## src/rtl/abr_prim_slice_sequencer.sv

```systemverilog
// Wide-to-narrow slice sequencer: registers one wide word and streams it out
// OutW bits per beat, lowest slice first, for a producer-selected slice count.

module abr_prim_slicer #(
  parameter int InW    = 64,
  parameter int OutW   = 8,
  parameter int IndexW = 4
) (
  input  logic [IndexW-1:0] sel_i,
  input  logic [InW-1:0]    data_i,
  output logic [OutW-1:0]   data_o
);

  localparam int PadW = OutW * (2 ** IndexW);

  // Zero-extend so the top fractional slice reads zeros above bit InW-1.
  logic [PadW-1:0] padded;

  assign padded = PadW'(data_i);
  assign data_o = padded[sel_i*OutW +: OutW];

endmodule

module abr_prim_slice_sequencer #(
  parameter int InW    = 64,
  parameter int OutW   = 8,
  parameter int IndexW = 4
) (
  input  logic              clk_i,
  input  logic              rst_i,
  input  logic              in_valid_i,
  output logic              in_ready_o,
  input  logic [InW-1:0]    in_data_i,
  input  logic [IndexW:0]   in_nslices_i,
  input  logic              flush_i,
  output logic              out_valid_o,
  input  logic              out_ready_i,
  output logic [OutW-1:0]   out_data_o,
  output logic [IndexW-1:0] out_idx_o,
  output logic              out_last_o,
  output logic              busy_o
);

  localparam int NumSlices = (InW + OutW - 1) / OutW;
  localparam logic [IndexW:0] NumSlicesN = (IndexW+1)'(NumSlices);

  if (InW > OutW * (2 ** IndexW)) begin : gen_param_check
    $error("abr_prim_slice_sequencer: IndexW too small to address all slices");
  end

  typedef enum logic {
    IDLE = 1'b0,
    SEND = 1'b1
  } state_e;

  state_e              state_q;
  logic [InW-1:0]      data_q;
  logic [IndexW-1:0]   idx_q;
  logic [IndexW-1:0]   last_idx_q;

  logic [IndexW:0]     eff_n;
  logic [IndexW-1:0]   last_idx_d;
  logic                at_last;
  logic                in_fire;
  logic                out_fire;

  // NOTE: every always_comb output gets a default first, so no path leaves it
  // unassigned and no latch is inferred.
  always_comb begin
    eff_n = in_nslices_i;
    if ((in_nslices_i == '0) || (in_nslices_i > NumSlicesN)) begin
      eff_n = NumSlicesN;
    end
    last_idx_d = IndexW'(eff_n - (IndexW+1)'(1));
  end

  assign at_last     = (idx_q == last_idx_q);
  assign out_valid_o = (state_q == SEND);
  assign out_fire    = out_valid_o & out_ready_i;
  assign out_last_o  = out_valid_o & at_last;
  assign out_idx_o   = idx_q;
  assign busy_o      = (state_q == SEND);
  assign in_ready_o  = ~flush_i & ((state_q == IDLE) | (out_fire & out_last_o));
  assign in_fire     = in_valid_i & in_ready_o;

  // NOTE: sequential state uses non-blocking assignments only, so every
  // register samples the pre-edge values of the others.
  always_ff @(posedge clk_i or posedge rst_i) begin
    if (rst_i) begin
      state_q    <= IDLE;
      data_q     <= '0;
      idx_q      <= '0;
      last_idx_q <= '0;
    end else if (flush_i) begin
      // A slice handshaked this cycle is consumed; the rest of the word is dropped.
      state_q <= IDLE;
      idx_q   <= '0;
    end else if (in_fire) begin
      state_q    <= SEND;
      data_q     <= in_data_i;
      idx_q      <= '0;
      last_idx_q <= last_idx_d;
    end else if (out_fire) begin
      if (!at_last) begin
        idx_q <= idx_q + IndexW'(1);
      end else begin
        state_q <= IDLE;
      end
    end
  end

  abr_prim_slicer #(
    .InW    (InW),
    .OutW   (OutW),
    .IndexW (IndexW)
  ) u_slicer (
    .sel_i  (idx_q),
    .data_i (data_q),
    .data_o (out_data_o)
  );

endmodule
```

## config.mk

```make
export PLATFORM = sky130hd
export DESIGN_NAME = abr_prim_slice_sequencer
export DESIGN_NICKNAME = d
export VERILOG_FILES = /design/src/rtl/abr_prim_slice_sequencer.sv
export SDC_FILE = /design/constraint.sdc
export NUM_CORES = 1
export LEC_CHECK = 0
export BUFFER_PORTS_ARGS = -buffer_cell sky130_fd_sc_hd__buf_2
export CAP_MARGIN = 20
export CORE_MARGIN = 2
export CORE_UTILIZATION = 57
export DETAILED_ROUTE_END_ITERATION = 8
export GPL_ROUTABILITY_DRIVEN = 0
export PLACE_DENSITY = 0.93
export SETUP_SLACK_MARGIN = 0.1
export SYNTH_ARGS = -nofsm -noshare
export SYNTH_HDL_FRONTEND = slang
export SYNTH_HIERARCHICAL = 1
export SYNTH_SLANG_ARGS = --single-unit
```

## constraint.sdc

```tcl
create_clock -name clk_i -period 3.85 [get_ports clk_i]
set_input_delay 0.1925 -clock clk_i [delete_from_list [all_inputs] [get_ports clk_i]]
set_output_delay 0.1925 -clock clk_i [all_outputs]
set_load 0.05 [all_outputs]
```

==> impl_metrics.toml, run 1 <==
[floorplanning]
rows = 28
initial_core_util = 0.590
io_pins = 90
dieHeight_um = 82.3
die_w_um = 82.3
coreArea_um2 = 5920
die-area_um2 = 6770

[setup_path]
cp_max_fo = 58
worstSetupPathDepth = 5
critPathRequiredTime_ns = 4.08
ff2ff_path_depth = 5
cp_top_family = "flip-flops"
crit_chain = "xnor2_1 -> nand4_1 -> o32ai_4 -> buf_12 -> mux2_2"
arrival_ns = 2.94
end_kind = "flop"
startpoint = "out_idx_o[2]"
cp_slowest_cell = "dfrtp_1"
r2r-start = "out_idx_o[2]"
worst-path-buf-inv = 1
path_class = "reg -> reg"
cpPeakStageDelay_ns = 0.90
startpoint_type = "flop"

[finish]
fillers = 432
drive_gt1_frac = 0.488
antenna_cells = 0
area_delta_synth_final_pct = 18.9
final_nets = 391

[timing]
finalSetupTns_ns = 0
slew_headroom = 0.435
tightestPinTransition_ns = 0.848
grt_setup_unrepaired = "false"
slew_violations = 0
hold_viol = 0
timing.fmax_mhz = 368
setup_viol = 0
fin_crit_ns = 2.72
min_period_over_period = 0.706
finClkSkew_ns = 0.0131

[logic_synthesis]
syn_area_um2 = 3490
synthArstFlopShare = 1.00
synth-seq-area-share = 0.523
yosys_warnings = 6
syn_area_per_cell_um2 = 15.5
synth_top_cell_area_share = 0.523
syn_nets = 301
syn_inst = 225
synth_edf_count = 0
ys_seq_elements = 73
yosys.area.top_type = "dfrtp_1"
synth.most_common_cell = "dfrtp_1"
yosysUniqueCellTypes = 30
synthTopCellsByCount = "dfrtp_1 (73), mux2_2 (39), mux2_1 (27), mux2i_1 (10), nor2_1 (9)"
synth_ff_type = "dfrtp_1"
synthTopCellsByArea = "dfrtp_1 (52%), mux2_2 (13%), mux2_1 (8.7%)"

[pwr]
combPwrFrac = 0.213
pwr-share-seq = 0.477
total_power_w = 0.00207
power_density_nw_per_um2 = 499
switching_power_w = 0.000581
ir_worst_vdd_mv = 0.296
power.internal_w = 0.00149
p_leak_nw = 1.84
p_clk_frac = 0.310
swShare = 0.280

[clock_tree]
clock-sinks = 73
cts_buffer_depth = 2
htree_num_levels = 3
cts_made_buffers = 9
worstSkewPairLatency_ns = 0.35
cts_tree = "yes"
root_buffer = "clkbuf_8"
clkTransAtPathRegs_ns = 0.08

[global_route]
track_usage = 0.236
gr-total-overflow = 0
grt_pass1_vias = 2324
grt_pass1_wl_mm = 11.5
antenna_found_initial = 0
grt_max_degree = 59

[place]
port_buffers = 89
dpl.hpwl_mm = 4.97

[drt]
vias = 2223
totalWireLength_mm = 7.05
first_iter_violations = 139
post_drt_wl_per_cell_um = 17.8
viasPerCell = 5.63
drc = 0
final_antenna_net_count = 0
drtPass1Iterations = 4

[min_path]
min_path_cells = 2
hold_path_class = "in -> reg"
min_from = "in_data_i[26]"

[run_status]
outcome = "complete, no violations"

[run]
max-cap-violations = 0
-- cell families after synthesis --
logic type / share of synthesized area
xor+xnor: 0.0150
flops: 0.523
fa+ha+maj: 0.00716
simple gates: 0.0351
buf+inv: 0.0455
compound gates: 0.0211
mux: 0.353
-- path summary, 6_finish.rpt --
check | endpoint | slack (ns)
worst max-delay path | data_q[57] | 1.13
worst min-delay path | data_q[26] | 0.05
worst max register to register | data_q[57] | 1.13
worst min register to register | data_q[26] | 0.48
max in group asynchronous | data_q[40] | 2.37
min in group asynchronous | data_q[25] | 0.52
-- timing repair --
action,CTS,global route
resized for setup,0,0
endpoints found under the hold margin,35,0
hold buffers,1,0
buffers inserted,0,0
-- sequential cells by signal (all words and copies together) (netlist names) --
| name | cells |
|---|---|
| out_idx_o | 4 |
| data_q | 64 |
| last_idx_q | 4 |
| busy_o | 1 |
-- layer usage --
metal  GRT usage  share of wire
met5           0              0
met1       0.305           0.42
met3      0.0663          0.064
met4      0.0900          0.016
met2       0.382           0.50
-- cells in the final DEF, fill, tap and decap left out, drive strengths merged --
| master | n |
|---|---|
| or4 | 1 |
| bufinv | 2 |
| clkinv | 1 |
| nor3 | 2 |
| mux2i | 10 |
| o31ai | 1 |
| a21oi | 1 |
| mux4 | 16 |
| clkinvlp | 2 |
| nand2 | 4 |
| buf | 93 |
| ha | 2 |
| dfrtp | 73 |
| mux2 | 66 |
| and2 | 1 |
| dlygate4sd3 | 1 |
| nand4 | 1 |
| nor2b | 2 |
| xnor2 | 6 |
| a41oi | 1 |
| and4 | 1 |
| o21ai | 2 |
| clkbuf | 11 |
| o32ai | 1 |
| nor2 | 9 |
| nand3 | 2 |
| inv | 4 |
| or3 | 2 |
| a211oi | 2 |
-- layout make-up --
cell class	count	area, µm²	share of cell area
Multi-Input combinational cell	133	1510	0.363
Clock buffer	11	131	0.0316
Inverter	4	15.0	0.00362
Clock inverter	5	80.1	0.0193
Timing Repair Buffer	94	498	0.120
Tap cell	75	93.8	0.0226
Sequential cell	73	1830	0.440
-- power by group through the flow --
stage / logic (W) / clock network, W / registers [W]
floorplan: 0.000338 / 0 / 0.000976
global placement: 0.000422 / 0 / 0.000988
detailed placement: 0.000440 / 0 / 0.00100
CTS: 0.000446 / 0.000657 / 0.000990
global route: 0.000480 / 0.000689 / 0.00101
finish: 0.000442 / 0.000643 / 0.000989
-- through the flow --
stage	cells	setup slack (ns)	hold WS [ns]	cell area [µm²]	utilization
6_report	395	1.13	0.0530	4150	0.701
5_1_grt	395	0.936	0.0476	4150	0.701
4_1_cts	395	1.14	0.0384	4150	0.701
3_5_place_dp	378	1.14	0.360	3930	0.664
3_3_place_gp	378	1.22	0.344	3930	0.664
2_1_floorplan	225	1.60	0.327	3490	-
Note: power is estimated with default switching activity, not from simulation.
==> run 2, diff against run 1 <==
--- a/config.mk
+++ b/config.mk
@@ -5,13 +5,14 @@
 export SDC_FILE = /design/constraint.sdc
 export NUM_CORES = 1
 export LEC_CHECK = 0
+export ABC_AREA = 1
 export BUFFER_PORTS_ARGS = -buffer_cell sky130_fd_sc_hd__buf_2
 export CAP_MARGIN = 20
 export CORE_MARGIN = 2
-export CORE_UTILIZATION = 57
+export CORE_UTILIZATION = 50
 export DETAILED_ROUTE_END_ITERATION = 8
 export GPL_ROUTABILITY_DRIVEN = 0
-export PLACE_DENSITY = 0.93
+export PLACE_DENSITY = 0.85
 export SETUP_SLACK_MARGIN = 0.1
 export SYNTH_ARGS = -nofsm -noshare
 export SYNTH_HDL_FRONTEND = slang
==> constraint.sdc (replaced) <==
create_clock -name clk_i -period 2.24 [get_ports clk_i]
set_input_delay 0.112 -clock clk_i [delete_from_list [all_inputs] [get_ports clk_i]]
set_output_delay 0.112 -clock clk_i [all_outputs]
set_load 0.05 [all_outputs]
==> run 2 against run 1 <==
  * Count of clock-buffer cells in the layout did not move
  * First-iteration DRC count rose to 2.7 times the previous value
  * Sequential power rose by 70%
==> impl_metrics.toml, run 2 <==
[run_status]
outcome = "complete, no violations"

[min_path]
hold_path_class = "in -> reg"
min_path_cells = 3

[logic_synthesis]
synth.most_common_cell = "nand2_1"
syn_area_per_cell_um2 = 7.06
synth-seq-area-share = 0.438
syn_inst = 590
syn_area_um2 = 4170
synthTopCellsByArea = "dfrtp_1 (44%), nand2_1 (21%), nand4_1 (11%)"
synthTopCellsByCount = "nand2_1 (234), inv_1 (80), dfrtp_1 (73), nand4_1 (71), nand3_1 (46)"
synth_top_cell_area_share = 0.438
synth_edf_count = 0
yosys.area.top_type = "dfrtp_1"
yosysUniqueCellTypes = 20
ys_seq_elements = 73
synth_ff_type = "dfrtp_1"
yosys_warnings = 6
synthArstFlopShare = 1.00
syn_nets = 666

[place]
dpl.hpwl_mm = 7.13
place_ws_ns = 0.371
port_buffers = 89

[clock_tree]
root_buffer = "clkbuf_8"
cts_buffer_depth = 2
clkTransAtPathRegs_ns = 0.07
cts_made_buffers = 9
cts_setup_buffers = 0
worstSkewPairLatency_ns = 0.35
clock-sinks = 73
htree_num_levels = 3
cts_tree = "yes"

[floorplanning]
initial_core_util = 0.512
die-area_um2 = 9080
die_w_um = 95.3
coreArea_um2 = 8130
io_pins = 90
rows = 33
dieHeight_um = 95.3

[timing]
setup_viol = 0
finClkSkew_ns = 0.00878
grt_setup_unrepaired = "true"
min_period_over_period = 0.958
hold_viol = 0
slew_headroom = 0.549
worst_slack_ns = 0.0934
slew_violations = 0
fin_crit_ns = 2.15
finalSetupTns_ns = 0
timing.fmax_mhz = 466
whs_ns = 0.00875
tightestPinTransition_ns = 0.676

[drt]
vias = 4107
drc = 0
drtPass1Iterations = 5
post_drt_wl_per_cell_um = 13.7
viasPerCell = 5.32
totalWireLength_mm = 10.6
first_iter_violations = 380
final_antenna_net_count = 0

[finish]
area_delta_synth_final_pct = 16.7
final_util = 0.598
largest_register_ffs = 64
regArea_um2 = 1830
fillers = 738
final_cell_mix = "nand2_1 (234), buf_2 (84), inv_1 (79)"
final_nets = 738
antenna_cells = 0
drive_gt1_frac = 0.196
regMostFlops = "data_q"
layout_commonest_cell = "nand2_1"
multi_input_area_um2 = 1760

[setup_path]
ff2ff_path_depth = 10
critPathRequiredTime_ns = 2.13
end_kind = "output pin"
cp_max_fo = 16
reg2reg_setup_slack_ns = 0.37
startpoint_type = "flop"
path_class = "reg -> out"
arrival_ns = 2.03

[global_route]
gr-total-overflow = 0
grt_pass1_wl_mm = 17.2
antenna_found_initial = 0
grt_pass1_vias = 3763
track_usage = 0.244
grt_max_degree = 74

[pwr]
p_leak_nw = 2.83
ir_worst_vdd_mv = 0.307
power_density_nw_per_um2 = 812

[run]
max-cap-violations = 0
==> run 2: cell types whose count changed in the layout (fill, tap and decap cells not counted), moves of 8 or more <==
cell and delta:
mux2_1 -27, nand2_1 +230, mux2i_1 -10, mux4_2 -8, buf_4 +8, mux4_1 -8
nor2_1 +15, mux2_2 -39, nand4_1 +70, nand3_1 +44, inv_1 +76
==> run 2: kinds of logic after synthesis <==
logic type | count (synthesis) | share of synthesized area
buf+inv | 128 | 0.140
flops | 73 | 0.438
fa+ha+maj | 2 | 0.00600
compound gates | 2 | 0.00240
simple gates | 383 | 0.409
xor+xnor | 2 | 0.00420
==> run 2: what timing repair did <==
| action | in CTS | in global routing |
|---|---|---|
| hold buffers | 2 | 0 |
| gates resized for setup | 0 | 6 |
| setup endpoints to repair | 0 | 7 |
| endpoints found under the hold margin | 74 | 0 |
==> run 2: cell type report <==
| type | count | area share |
|---|---|---|
| flip-flops and latches | 73 | 0.376 |
| multi-input cells | 389 | 0.361 |
| repair buffers | 103 | 0.119 |
| inverters | 86 | 0.0669 |
| clock buffers | 11 | 0.0291 |
| well taps | 105 | 0.0270 |
| clock inverters | 5 | 0.0211 |
==> run 2: stage by stage <==
| stage | total power, W | cells | instance area (µm²) |
|---|---|---|---|
| 2_1_floorplan | 0.00242 | 590 | 4170 |
| 3_3_place_gp | 0.00264 | 754 | 4590 |
| 3_5_place_dp | 0.00268 | 754 | 4590 |
| 4_1_cts | 0.00395 | 772 | 4850 |
| 5_1_grt | 0.00416 | 772 | 4860 |
| 6_report | 0.00395 | 772 | 4860 |
==> run 2: power by group <==
group / internal [W] / switching (W) / total [W]
Combinational: 0.000331 / 0.000674 / 0.00100
Clock: 0.000769 / 0.000499 / 0.00127
Sequential: 0.00154 / 0.000135 / 0.00168
Total: 0.00264 / 0.00131 / 0.00395
==> run 2: metal layers <==
| metal | part of all wire | up-vias | track usage |
|---|---|---|---|
| met5 | 0 | - | 0 |
| met4 | 0.013 | 0 | 0.0773 |
| met3 | 0.062 | 17 | 0.0364 |
| met2 | 0.49 | 153 | 0.408 |
| met1 | 0.43 | 1939 | 0.325 |
| li1 | - | 1998 | - |
==> run 2: worst paths after layout <==
kind	startpoint	endpoint
hold / removal	in_data_i[4]	data_q[4]
min in group asynchronous	rst_i	out_idx_o[1]
setup reg to reg	out_idx_o[0]	data_q[20]
hold reg to reg	data_q[31]	data_q[31]
max in group asynchronous	rst_i	data_q[10]
setup / recovery	out_idx_o[1]	out_data_o[7]
==> run 2: worst max-delay path, stage by stage (launching register included) <==
cell      delay (ns)
dfrtp_1         0.46
buf_4           0.22
inv_2           0.23
nand3_1         0.16
nand2_1         0.09
nor2_1          0.04
nor2_1          0.20
clkbuf_4        0.28
